$ cat src/rtl/kernel_4_mul_arbiter.sv
// Round-robin arbiter sharing one 15x16 unsigned multiplier among NREQ requesters.
// Define KERNEL_4_MUL_ARB_FIXED_PRIO_EN for lowest-index-wins fixed priority instead.
`timescale 1ns/1ps
module kernel_4_mul_arbiter #(
  parameter int NREQ = 4,
  parameter int IDW  = 2
) (
  input  logic                 ap_clk,
  input  logic                 ap_rst,
  input  logic [NREQ-1:0]      req_valid,
  output logic [NREQ-1:0]      req_ready,
  input  logic [15*NREQ-1:0]   req_a,
  input  logic [16*NREQ-1:0]   req_b,
  output logic                 res_valid,
  input  logic                 res_ready,
  output logic [30:0]          res_data,
  output logic [IDW-1:0]       res_id,
  output logic [31:0]          op_count
);

  localparam int DATA_W = 15;
  localparam int COEF_W = 16;
  localparam int PROD_W = DATA_W + COEF_W;

  localparam logic ST_EMPTY = 1'b0;
  localparam logic ST_FULL  = 1'b1;

  logic              state_p1;
  logic [PROD_W-1:0] res_data_p1;
  logic [IDW-1:0]    res_id_p1;
  logic [31:0]       op_count_r;

  logic              accept;
  logic              gnt_found;
  logic              gnt_vld;
  logic [IDW-1:0]    gnt_idx;
  logic [DATA_W-1:0] a_p0;
  logic [COEF_W-1:0] b_p0;
  logic [PROD_W-1:0] prod_p0;

  // Full-width unsigned product; the operand widths guarantee no overflow.
  function automatic logic [PROD_W-1:0] mul_full(input logic [DATA_W-1:0] a,
                                                 input logic [COEF_W-1:0] b);
    return PROD_W'(a) * PROD_W'(b);
  endfunction

`ifdef KERNEL_4_MUL_ARB_FIXED_PRIO_EN
  // Lowest index wins; scan downward so the last hit is the smallest index.
  function automatic logic [IDW:0] pick(input logic [NREQ-1:0] v);
    logic [IDW:0] r;
    r = '0;
    for (int i = NREQ - 1; i >= 0; i--) begin
      if (v[i]) r = {1'b1, IDW'(i)};
    end
    return r;
  endfunction

  assign {gnt_found, gnt_idx} = pick(req_valid);
`else
  logic [IDW-1:0] last_grant;

  // Search upward from last_grant+1 with wrap; scanning the offsets in reverse
  // lets the nearest candidate overwrite any farther one.
  function automatic logic [IDW:0] pick(input logic [NREQ-1:0] v,
                                        input logic [IDW-1:0]  last);
    logic [IDW:0]   r;
    logic [IDW-1:0] ix;
    int             idx;
    r = '0;
    for (int k = NREQ; k >= 1; k--) begin
      idx = (int'(last) + k) % NREQ;
      ix  = IDW'(idx);
      if (v[ix]) r = {1'b1, ix};
    end
    return r;
  endfunction

  assign {gnt_found, gnt_idx} = pick(req_valid, last_grant);
`endif

  assign accept  = (state_p1 == ST_EMPTY) || res_ready;
  assign gnt_vld = accept && gnt_found && !ap_rst;

  always_comb begin
    req_ready = '0;
    if (gnt_vld) req_ready[gnt_idx] = 1'b1;
  end

  assign a_p0    = req_a[DATA_W*gnt_idx +: DATA_W];
  assign b_p0    = req_b[COEF_W*gnt_idx +: COEF_W];
  assign prod_p0 = mul_full(a_p0, b_p0);

  // ---- stage p0 -> p1: grant cycle registers the product ----
  always_ff @(posedge ap_clk) begin
    if (ap_rst) begin
      state_p1    <= ST_EMPTY;
      res_data_p1 <= '0;
      res_id_p1   <= '0;
      op_count_r  <= '0;
    end else if (accept) begin
      if (gnt_found) begin
        state_p1    <= ST_FULL;
        res_data_p1 <= prod_p0;
        res_id_p1   <= gnt_idx;
        op_count_r  <= op_count_r + 32'd1;
      end else begin
        state_p1 <= ST_EMPTY;
      end
    end
  end

`ifndef KERNEL_4_MUL_ARB_FIXED_PRIO_EN
  always_ff @(posedge ap_clk) begin
    if (ap_rst) last_grant <= IDW'(NREQ - 1);
    else if (gnt_vld) last_grant <= gnt_idx;
  end
`endif

  assign res_valid = (state_p1 == ST_FULL);
  assign res_data  = res_data_p1;
  assign res_id    = res_id_p1;
  assign op_count  = op_count_r;

endmodule
$ cat config.mk
export PLATFORM = sky130hd
export DESIGN_NAME = kernel_4_mul_arbiter
export DESIGN_NICKNAME = d
export VERILOG_FILES = /design/src/rtl/kernel_4_mul_arbiter.sv
export SDC_FILE = /design/constraint.sdc
export NUM_CORES = 1
export LEC_CHECK = 0
export BUFFER_PORTS_ARGS = -buffer_cell sky130_fd_sc_hd__buf_2
export CORE_ASPECT_RATIO = 0.5
export CORE_MARGIN = 5
export CORE_UTILIZATION = 54
export CTS_CLUSTER_SIZE = 30
export DETAILED_ROUTE_END_ITERATION = 6
export PLACE_DENSITY = 0.8
export SYNTH_ARGS = -nofsm -noshare
export SYNTH_HDL_FRONTEND = slang
export SYNTH_SLANG_ARGS = --single-unit
$ cat constraint.sdc
create_clock -name ap_clk -period 7.7 [get_ports ap_clk]
set_clock_uncertainty 0.15 [all_clocks]
set_input_delay 0 -clock ap_clk [delete_from_list [all_inputs] [get_ports ap_clk]]
set_output_delay 0 -clock ap_clk [all_outputs]
set_load 0.01 [all_outputs]
==> metrics.md, run 1 <==
| Metric | Value |
|---|---|
| Gpl congestion | `0.931` |
| Max_cap viols | `0` |
| Final period utilization | `96.9%` |
| Root buf cell | `clkbuf_16` |
| Placed wire-length estimate | `27.6 mm` |
| Slowest-stage cell, CP | `fa_1` |
| Mapped Avg Cell Area | `8.62 µm²` |
| WP buf/inv | `9` |
| Post-synth top area share | `30.3%` |
| Congestion Overflow GR | `0` |
| Worst setup SP type | `register` |
| Gr usage total | `26.1%` |
| Hold Crit Class | `in2reg` |
| Most frequent CP cell | `fa_1` |
| R2r startpoint | `last_grant[0]` |
| Worst r2r path cells | `27` |
| Required @ worst endpoint | `7780 ps` |
| Pre-CTS setup slack | `-23.8 ps` |
| Most common cell after layout, fill and taps aside | `inv_1` |
| Worst skew pair latency | `330 ps` |
| Row count | `38` |
| CP Data Arrival Time | `7540 ps` |
| Fin. max-slew vios | `0` |
| Critical path endpoint category | `register` |
| Final worst slack | `242 ps` |
| Max incr delay on CP | `590 ps` |
| Asr flop ratio synth | `0%` |
| Final WL | `34.9 mm` |
| Largest net degree at the start of global routing | `73` |
| Achievable Freq | `0.134 GHz` |
| Clock-pin slew on the worst setup and hold paths | `50 ps` |
| Final min period | `7460 ps` |
| R2r setup slk | `240 ps` |
| Post-synth net total | `1,785` |
| Worst reg2reg path endpoint | `res_data[19]` |
| Die Y | `115 µm` |
| Number of synthesized flops with an enable pin | `0` |
| Die W | `220 µm` |
| Synthesis-to-finish area growth | `20.5%` |
| Post-Place Cell Area | `0.0134 mm²` |
| Cts bufs inserted | `9` |
| Largest area contributor in the netlist | `fa_1` |
| Hold Fails Final Rpt | `0` |
| Ys flop type | `dfxtp_1` |
| Worst-Margin Slew | `1280 ps` |
| I/O Buffers | `200` |
| Wirelength per Cell | `18.1 µm` |
| Final ANT Viol Nets | `0` |
| DRC | `0` |
| Initial antenna violation count | `0` |
| Area of all placed cells without fillers | `0.0143 mm²` |
| Hold Path End | `op_count[0]` |
| Worst rel slew slack | `14.2%` |
| Post-DR vias/cell | `5.51` |
| Commonest non-fill, non-tap cells in the layout | `inv_1 (218), buf_2 (200), nor2_1 (181)` |
| H-tree levels | `3` |
| Number of synthesized register bits | `68` |
| Placed cells | `1,877` |
| Nets@finish | `2,033` |
| CTS Buffer Depth | `2` |
| Top Family by Delay on Critical Path | `adder cells` |
| First-pass GRT wire length | `53.5 mm` |
| Synth unique cells | `67` |
| IO Pins | `201` |
| Status | `complete, no violations` |
| Via count | `10,600` |
| Worst hold slack | `161 ps` |
| Synth top area cells | `fa_1 (30%), dfxtp_1 (11%), ha_1 (10%)` |
| Crit Path Class | `reg2reg` |
| Setup violators final | `0` |
| Fin cells | `1,931` |
| Fill count | `1,771` |
| Yosys Warn Count | `0` |
| Syn Inst Count | `1,378` |
| Starting Density | `54.9%` |
| CP max FO | `12` |
| Vias in the first global route | `10,600` |
| Clk sink count | `68` |
| Hold path cells | `3` |
| Ratio of cells with drive above 1 in the final layout | `24.4%` |
| Register area share after synthesis | `11.5%` |
| Hold wc startpoint | `ap_rst` |
| DIE AREA | `0.0252 mm²` |
| Core area | `0.0216 mm²` |
| Mapped cell area | `0.0119 mm²` |
| Initial DRT Pass Iterations | `5` |
| CTS tree | `built` |
| DR iter-0 viols | `829` |
| Diode count | `0` |
-- repair_timing --
action                                  CTS  global route
hold buffers                              2             0
buffers inserted                          0            30
resized for setup                         3            55
gates cloned                              0             6
endpoints found under the setup margin    4            16
pin swaps                                 0             6
hold endpoints to repair                  1             0
-- cells by family after synthesis --
family | share of synthesized area, %
buf+inv | 9.68
flops | 11.5
mux | 8.75
fa+ha+maj | 40.4
compound gates | 8.59
xor+xnor | 3.98
simple gates | 17.1
-- cell usage after synthesis (5+ instances only) --
library cell,n
ha_1,96
or2_2,6
a21oi_1,47
nand4_1,14
a21o_1,14
a211oi_1,14
buf_2,19
nor4_1,5
nand2b_1,10
nand3_1,20
xor2_1,35
o21ai_0,12
o211ai_1,5
fa_1,180
and2_1,15
inv_1,218
buf_6,8
clkbuf_1,19
buf_4,9
a21oi_2,5
xnor2_1,19
mux2_2,27
nor2b_1,11
o21a_1,5
nor3_1,10
nor2_1,181
nand2_1,159
and3_1,6
mux2i_1,68
o22ai_1,5
o21ai_2,6
dfxtp_1,68
-- per-stage QoR --
step	TNS, ps	util, %
floorplan	0	-
global placement	0	61.8
detailed placement	-23.8	61.8
CTS	-3.78	63.3
global route	-180	66.2
finish	0	66.2
-- worst max path at each step --
stage	start	end	slack, ps	cells after the start
after global placement	last_grant[0]	res_data[23]	130	27
final	last_grant[0]	res_data[19]	240	27
after detailed placement	last_grant[0]	res_data[29]	-20	26
after CTS	last_grant[0]	res_data[19]	-4	27
after floorplan	last_grant[0]	res_data[29]	550	26
after global routing	last_grant[0]	res_data[28]	-50	30
-- worst register-to-register path, delay by kind of cell (launching register included) --
family	cells	cell delay, ps
flops	1	390
simple gates	3	350
compound gates	8	1700
buf+inv	9	1240
fa+ha+maj	7	3530
-- layout make-up --
class	count	area, µm²	area share (%)
Sequential cell	68	1360	9.51
Tap cell	300	375	2.62
Timing Repair Buffer	293	1850	12.9
Clock buffer	10	239	1.67
Multi-Input combinational cell	1035	9620	67.2
Inverter	219	822	5.74
Clock inverter	6	38.8	0.271
-- layer usage --
layer	track usage [%]	share of wire, %	wire (µm)	vias to the layer above
met5	0	0	0	-
met4	5.77	2.0	704	0
met3	7.39	12	4120	52
met2	40.7	44	15300	499
met1	36.7	42	14800	5199
li1	-	-	-	4884
-- state kept, by name (all words and copies together) (netlist names) --
register / cells
last_grant: 2
op_count: 32
res_data: 31
res_valid: 1
res_id: 2
Power of run 1 is left out: the tool's default activity adds up to more than one toggle a clock period on the data nets, which glitch-free logic cannot reach.
==> run 2: changes to the inputs <==
CORE_UTILIZATION = 59   (was 54)
PLACE_DENSITY = 0.83   (was 0.8)
clock period = 7.76 ns   (was 7.7 ns; I/O delays follow)
==> metrics.md, run 2 (synthesis results as in run 1) <==
| Metric | Value |
|---|---|
| Hold Crit Class | `in2reg` |
| Clk sink count | `68` |
| Via count | `10,600` |
| First-pass GRT wire length | `54.6 mm` |
| Required @ worst endpoint | `7830 ps` |
| Worst-Margin Slew | `819 ps` |
| Root buf cell | `clkbuf_16` |
| Most common cell after layout, fill and taps aside | `inv_1` |
| Final min period | `7560 ps` |
| Status | `complete, no violations` |
| Max reg flops | `32` |
| H-tree levels | `3` |
| R2r setup slk | `200 ps` |
| Post-DR vias/cell | `5.63` |
| Setup violators final | `0` |
| Placed wire-length estimate | `28.6 mm` |
| Synthesis-to-finish area growth | `18.5%` |
| DIE AREA | `0.0232 mm²` |
| Die Y | `110 µm` |
| Congestion Overflow GR | `0` |
| Max_cap viols | `0` |
| RSZ-0062 raised after global routing | `true` |
| CTS Buffer Depth | `2` |
| Row count | `36` |
| Commonest non-fill, non-tap cells in the layout | `inv_1 (218), buf_2 (200), nor2_1 (181)` |
| Fin cells | `1,877` |
| Final WL | `35.4 mm` |
| Gr usage total | `29.3%` |
| DRC | `0` |
| Nets@finish | `2,014` |
| Cts bufs inserted | `9` |
| IO Pins | `201` |
| Placed cells | `1,834` |
| Final period utilization | `97.4%` |
| DR iter-0 viols | `1,019` |
| Worst skew pair latency | `330 ps` |
| Critical path endpoint category | `register` |
| Met3 Use GR | `9.05%` |
| CP Data Arrival Time | `7630 ps` |
| Fill count | `1,534` |
| Ratio of cells with drive above 1 in the final layout | `22.9%` |
| Initial antenna violation count | `0` |
| Achievable Freq | `0.132 GHz` |
| Worst rel slew slack | `45.4%` |
| Vias in the first global route | `10,700` |
| GR Layer Usage met1 | `42.2%` |
| Clock-pin slew on the worst setup and hold paths | `50 ps` |
| Gr busiest metal | `met2` |
| Starting Density | `60.5%` |
| Largest net degree at the start of global routing | `73` |
| Initial DRT Pass Iterations | `5` |
| Core area | `0.0196 mm²` |
| Diode count | `0` |
| CP max FO | `6` |
| Hold Fails Final Rpt | `0` |
| Die W | `211 µm` |
| CTS tree | `built` |
| Final ANT Viol Nets | `0` |
| Wirelength per Cell | `18.9 µm` |
| Crit Path Class | `reg2reg` |
| Gpl congestion | `0.947` |
| Fin. max-slew vios | `0` |
| Worst setup SP type | `register` |
| Met2 Use GR | `44.7%` |
| I/O Buffers | `200` |
## run 2: changes by cell type in the layout (fill, tap and decap cells not counted), moves of 5 or more
cell     previous run  this run
mux2_2             16        21
buf_4              77        62
mux2i_2            17         6
mux2_4             11         6
mux2i_1            55        65
## run 2: routing by layer
layer	vias to the layer above	part of all wire [%]
met5	-	0
met4	0	1.1
met2	532	43
met1	5157	43
met3	36	12
li1	4846	-
## run 2: critical path, stage by stage, from the launching register on
cell and delay (ps):
dfxtp_1 400, nand2b_1 170, o22ai_2 130, nor2_8 250
buf_4 220, mux2_2 380, o21ai_4 260, buf_4 190
nor2_1 60, fa_1 540, inv_1 50, fa_1 530
inv_1 60, fa_1 520, fa_1 490, fa_1 570
inv_1 60, fa_1 540, inv_1 40, ha_2 390
nand2_1 70, or4_1 510, o211ai_1 240, o21ai_2 130
a22oi_2 150, xor2_1 100, a22o_1 230
## run 2: through the flow
step	TNS, ps	cell area (µm²)	utilization [%]	worst slack, ps	hold slack (ps)
detailed placement	0	13300	67.6	56.1	211
CTS	0	13600	69.2	31.1	152
global route	-434	14100	71.7	-72.6	191
finish	0	14100	71.7	201	169
floorplan	0	11900	-	612	21.8
global placement	0	13300	67.6	274	179
## run 2: layout make-up
| cell class | instances | area, µm² | share of cell area [%] |
|---|---|---|---|
| tap | 266 | 333 | 2.36 |
| timing repair buffer | 274 | 1690 | 12.0 |
| inverter | 219 | 822 | 5.84 |
| sequential | 68 | 1360 | 9.67 |
| clock inverter | 4 | 50.0 | 0.356 |
| multi-input combinational | 1035 | 9580 | 68.0 |
| clock buffer | 11 | 243 | 1.72 |
## run 2: path summary, 6_finish.rpt
path | start | end | cells past startpoint
worst max-delay path | last_grant[0] | res_data[29] | 26
worst min-delay path | ap_rst | op_count[4] | 3
worst max register to register | last_grant[0] | res_data[29] | 26
worst min register to register | res_data[1] | res_data[1] | 2
## run 2: what timing repair did
item | in CTS | in global routing
setup buffers | 0 | 23
hold endpoints to repair | 1 | 0
pin swaps | 0 | 6
hold buffers | 2 | 0
setup endpoints to repair | 1 | 15
resized for setup | 1 | 42
cloned | 0 | 3
Power of run 2 is left out for the same reason.
